===== config.mk =====
export PLATFORM = sky130hd
export DESIGN_NAME = cp0_timer_ctrl
export DESIGN_NICKNAME = d
export VERILOG_FILES = /design/src/rtl/cp0_timer_ctrl_pkg.sv /design/src/rtl/cp0_count.sv /design/src/rtl/cp0_timer_ctrl.sv
export SDC_FILE = /design/constraint.sdc
export NUM_CORES = 1
export LEC_CHECK = 0
export CAP_MARGIN = 20
export CORE_MARGIN = 10
export CORE_UTILIZATION = 29
export DETAILED_ROUTE_END_ITERATION = 8
export DONT_BUFFER_PORTS = 1
export GPL_TIMING_DRIVEN = 0
export PLACE_DENSITY = 0.46
export SLEW_MARGIN = 5
export SYNTH_ARGS = -nofsm -noshare
export SYNTH_HDL_FRONTEND = slang
export SYNTH_SLANG_ARGS = --single-unit

===== constraint.sdc =====
create_clock -name clk -period 5 [get_ports clk]
set_input_delay 0 -clock clk [delete_from_list [all_inputs] [get_ports clk]]
set_output_delay 0 -clock clk [all_outputs]
set_load 0.005 [all_outputs]

===== src/rtl/cp0_timer_ctrl_pkg.sv =====
// Shared CP0 timer constants: controller state encoding, Compare reset value
// and prescaler sizing used by the Count sub-module.
package cp0_timer_ctrl_pkg;

   localparam logic [31:0] CP0_CMP_INIT_DEFAULT = 32'hFFFF_FFFF;
   localparam int          CP0_DIV_MAX          = 16;
   localparam int          CP0_PS_W             = 4;

   typedef enum logic {
      ST_INIT = 1'b0,
      ST_RUN  = 1'b1
   } tmr_state_e;

   // Terminal prescaler value for a divide ratio of div (1..CP0_DIV_MAX).
   function automatic logic [CP0_PS_W-1:0] ps_last(input int div);
      ps_last = CP0_PS_W'(div - 1);
   endfunction

endpackage


===== src/rtl/cp0_count.sv =====
// CP0 Count register with its clock prescaler; Count advances once every DIV
// cycles while i_tick is high, and a load restarts the prescaler phase.
module cp0_count
   import cp0_timer_ctrl_pkg::*;
#(
   parameter int DIV = 2
) (
   input  logic        clk,
   input  logic        rst,
   input  logic        i_tick,
   input  logic        i_load,
   input  logic [31:0] i_load_val,
   output logic [31:0] o_value
);

   localparam logic [CP0_PS_W-1:0] PS_LAST = ps_last(DIV);

   logic [CP0_PS_W-1:0] r_ps;
   logic [31:0]         r_value;
   logic                w_wrap;

   assign w_wrap  = i_tick && (r_ps == PS_LAST);
   assign o_value = r_value;

   // A load overrides the increment that would happen on the same edge.
   always_ff @(posedge clk or negedge rst) begin
      if (!rst) begin
         r_ps    <= '0;
         r_value <= '0;
      end else if (i_load) begin
         r_ps    <= '0;
         r_value <= i_load_val;
      end else if (i_tick) begin
         r_ps <= w_wrap ? '0 : r_ps + 1'b1;
         if (w_wrap) r_value <= r_value + 32'd1;
      end
   end

endmodule


===== src/rtl/cp0_timer_ctrl.sv =====
// CP0 timer controller: arbitrates Compare register accesses between the
// pipeline and a hardware poll, keeps a local Compare copy and raises IP7.
//
//   state   | meaning
//   --------+-----------------------------------------------------------
//   ST_INIT | one cycle after reset: hardware writes CMP_INIT to Compare
//   ST_RUN  | normal operation: sw write > sw read > hardware poll
module cp0_timer_ctrl
   import cp0_timer_ctrl_pkg::*;
#(
   parameter logic [31:0] CMP_INIT = CP0_CMP_INIT_DEFAULT,
   parameter int          DIV      = 2
) (
   input  logic        clk,
   input  logic        rst,
   input  logic        sw_re,
   input  logic        sw_we,
   input  logic        sw_count_we,
   input  logic [31:0] sw_wdata,
   input  logic [31:0] cmp_rdata,
   output logic        cmp_r_p,
   output logic        cmp_r_h,
   output logic        cmp_we_s,
   output logic        cmp_we_h,
   output logic [31:0] cmp_wdata,
   output logic        sw_busy,
   output logic [31:0] count,
   output logic        timer_irq
);

   tmr_state_e  r_state;
   tmr_state_e  w_state_nxt;
   logic        w_count_load;
   logic        w_match;
   logic [31:0] r_cmp_cache;
   logic        r_irq;
   logic [31:0] w_count;

   always_ff @(posedge clk or negedge rst) begin
      if (!rst) r_state <= ST_INIT;
      else      r_state <= w_state_nxt;
   end

   always_comb begin
      w_state_nxt  = r_state;
      cmp_r_p      = 1'b0;
      cmp_r_h      = 1'b0;
      cmp_we_s     = 1'b0;
      cmp_we_h     = 1'b0;
      cmp_wdata    = sw_wdata;
      sw_busy      = 1'b0;
      w_count_load = 1'b0;
      case (r_state)
         ST_INIT: begin
            cmp_we_h    = 1'b1;
            cmp_wdata   = CMP_INIT;
            sw_busy     = 1'b1;
            w_state_nxt = ST_RUN;
         end
         ST_RUN: begin
            w_count_load = sw_count_we;
            if (sw_we)      cmp_we_s = 1'b1;
            else if (sw_re) cmp_r_p  = 1'b1;
            else            cmp_r_h  = 1'b1;
         end
         default: w_state_nxt = ST_INIT;
      endcase
   end

   // Count free-runs from reset release, including the INIT cycle.
   cp0_count #(
      .DIV        (DIV)
   ) u_count (
      .clk        (clk),
      .rst        (rst),
      .i_tick     (1'b1),
      .i_load     (w_count_load),
      .i_load_val (sw_wdata),
      .o_value    (w_count)
   );

   assign w_match = (w_count == r_cmp_cache);

   // A Compare write clears the interrupt even when it coincides with a match.
   always_ff @(posedge clk or negedge rst) begin
      if (!rst) begin
         r_cmp_cache <= CMP_INIT;
         r_irq       <= 1'b0;
      end else begin
         if (cmp_we_s)     r_cmp_cache <= sw_wdata;
         else if (cmp_r_h) r_cmp_cache <= cmp_rdata;

         if (cmp_we_s)     r_irq <= 1'b0;
         else if (w_match) r_irq <= 1'b1;
      end
   end

   assign count     = w_count;
   assign timer_irq = r_irq;

endmodule


==> out/results.ini <==
[status]
status = complete, no violations

[synthesis]
synth_top_area_share_pct = 23.05
syn_area_um2 = 4125
synth_edf_count = 0
yosys.area_share.adder_pct = 0.9099
yosys_warnings = 0
synthArstFlopShare_pct = 100.0
synth_top_family_by_area = simple AND/OR/NAND/NOR gates
yosysSeqAreaShare_pct = 43.43
syn_area_per_cell_um2 = 9.312
synth_cell_types = 37
synth_top_area_cell = dfrtp_1
syn-instance-count = 443
synth_commonest_cells = 73 x nand2_1, 45 x o21ai_0, 39 x xnor2_1, 38 x dfrtp_1
synth-compound-area-share_pct = 8.129
synthFlopType = dfrtp_1
synth.area.top_cells = dfrtp_1 23%, dfstp_2 20%, xnor2_1 8.3%
synth-simple-area-share_pct = 23.20
ys_ff_latch = 70
synth_xor_area_share_pct = 13.16
yosysMostFrequentCell = nand2_1
synth_mux_area_share_pct = 8.038
synth.net_count = 515

[timing]
period_minus_slack_ns = 2.747
worstMarginPinSlew_ns = 0.7182
period_share_pct = 54.95
slew_violations = 0
finalHoldViolations = 0
fin_tns_setup_ns = 0
relSlewSlack_pct = 51.76
setup_viol_count_final = 0
rsz0062_at_grt = no
fin_skew_ns = 0.006329
max_freq_ghz = 0.3640

[drt]
wl_per_cell_um = 21.19
ant_nets = 0
vias_per_cell = 4.921
drc = 0
first_pass_iters = 4
route.vias.total = 3479
first_iter_violations = 174
routed_wl_um = 14980

[cts]
cts_setup_buffers = 0
cts_max_level = 3
cts_tree = built
cts-buffers-inserted = 9
clockRootBuffer = clkbuf_16
cts.sinks = 70
clk_pin_slew_ns = 0.05
clk_latency_ns = 0.34
cts_buffer_depth = 2

[worst_setup_path]
r2r_end = r_cmp_cache[11]
startpoint = r_state
crit_type = reg -> reg
r2r_start = r_state
cp_max_fo = 10
reg2reg_slack_ns = 2.25
crit_path_end = r_cmp_cache[11]
arrival_ns = 3.01
cp_data_required_time_ns = 5.26
r2r_cells = 7
crit_path_end_kind = flip-flop
crit_path_start_kind = flip-flop

[global_routing]
grt_max_degree = 71
grt_overflow = 0
grt_pass1_wl_um = 22870
antenna_found_initial = 0
track_usage_pct = 15.12
grt_pass1_vias = 3794

[place]
gp_congestion = 0.7854
hpwlAfterDp_um = 11040
port_buffers = 0

[final_layout]
utilization_pct = 38.17
layout-drive-gt1-share_pct = 11.01
n_antenna_cell = 0
multiInputGateArea_um2 = 2208
fillCellCount = 1421
regArea_um2 = 1792
nNetsFinal = 594
area.growth.synth_to_final_pct = 28.94

[floorplanning]
die_h_um = 139.3
core_um2 = 13930
rows = 43
start_util_pct = 29.60
die_area_um2 = 19390
die_x_um = 139.3
io_pins = 139

[pwr]
pwr-share-comb_pct = 25.6
p_int_uw = 1294
pwr-share-seq_pct = 43.1
total_power_uw = 1924
swShare_pct = 32.77
power.switching_uw = 630.5
power_frac_clock_pct = 31.3
p_leak_uw = 0.001944
ir_drop_mv = 0.1514
powerDensity_nw_per_um2 = 361.7

[job]
drv_cap = 0

[hold_path]
min_path_type = in -> out

-- timing repair --
action | 4_1_cts | 5_1_grt
hold endpoints to repair | 134 | 0
resized for setup | 0 | 0
endpoints found under the setup margin | 0 | 0
hold buffers | 67 | 0
-- how the worst min path moves through the flow --
stage               start                  end  slack [ns]  cells past startpoint
floorplan             rst              r_state       -0.30                      0
global placement      rst  u_count.o_value[22]       -0.29                      0
detailed placement    rst  u_count.o_value[21]       -0.29                      0
CTS                 sw_we              cmp_r_p        0.04                      1
global route        sw_we              cmp_r_p        0.04                      1
finish              sw_we              cmp_r_p        0.04                      1
-- stage by stage --
stage | setup WS [ns] | instances | hold slack, ns | area (µm²)
2_1_floorplan | 2.715 | 443 | -0.2956 | 4125
3_3_place_gp | 2.218 | 623 | -0.2909 | 4350
3_5_place_dp | 2.343 | 624 | -0.2915 | 4358
4_1_cts | 2.144 | 707 | 0.04021 | 5319
5_1_grt | 2.007 | 707 | 0.04035 | 5319
6_report | 2.253 | 707 | 0.03765 | 5319
-- metal layers --
metal  up-vias  global-route usage, %  part of all wire (%)
li1       1684                      -                     -
met1      1677                  18.14                    42
met2       107                  25.06                    49
met3        11                  5.104                   7.9
met4         0                  4.338                   1.2
met5         -                      0                     0
-- worst max-delay path, stage by stage (launching register included) --
cell           delay [ns]
dfrtp_1              0.62
inv_1                0.18
nor3_1               0.42
buf_4                0.24
buf_2                0.32
mux2i_1              0.22
o21ai_0              0.09
dlygate4sd3_1        0.58
-- power groups by stage --
stage                     clock, µW  combinational [µW]  sequential (µW)
final                           602                 493              830
after global routing            648                 545              852
after CTS                       615                 496              835
after detailed placement          0                 399              844
after global placement            0                 399              840
after floorplan                   0                 303              796
-- registers in the layout, summed over array words and instances (netlist names) --
register and flops:
r_cmp_cache 32, u_count.r_ps 4, timer_irq 1, u_count.o_value 32, r_state 1
-- logic make-up (layout without fill, tap and decap cells) --
group / Yosys count / after routing
and+or+nand+nor: 180 / 180
muxes: 33 / 33
adders and majority gates: 3 / 3
other: 1 / 1
xor gates and xnor gates: 62 / 62
DFF: 70 / 70
AOI/OAI and AO/OA: 65 / 65
buffers and inverters: 29 / 113
-- area by class of cell --
| type | count | area share [%] |
|---|---|---|
| Clock inverter | 1 | 0.09410 |
| Inverter | 3 | 0.2117 |
| Tap cell | 180 | 4.234 |
| Clock buffer | 15 | 5.034 |
| Buffer | 26 | 2.141 |
| Sequential cell | 70 | 33.69 |
| Multi-Input combinational cell | 344 | 41.52 |
| Timing Repair Buffer | 68 | 13.08 |
-- cell usage in the layout (no fill, tap or decap), types with 2 or more instances in the layout --
cell type	instances
nor3b_1	2
nor4_4	2
nor3_1	5
nor2_1	9
o211ai_1	2
o21ai_1	13
clkbuf_16	9
clkbuf_1	24
buf_2	4
dlygate4sd3_1	66
xor2_1	23
xnor2_1	39
ha_1	3
and2_1	3
nand2_1	73
clkbuf_8	2
nand3_1	16
buf_4	2
and3_1	4
a21oi_1	3
nand2b_1	32
dfstp_2	32
nor4_1	4
o21ai_0	45
mux2i_1	32
inv_1	3
nand4_1	20
nand4b_1	2
and4_1	3
dfrtp_1	38
Power figures use the tool's default switching activity.
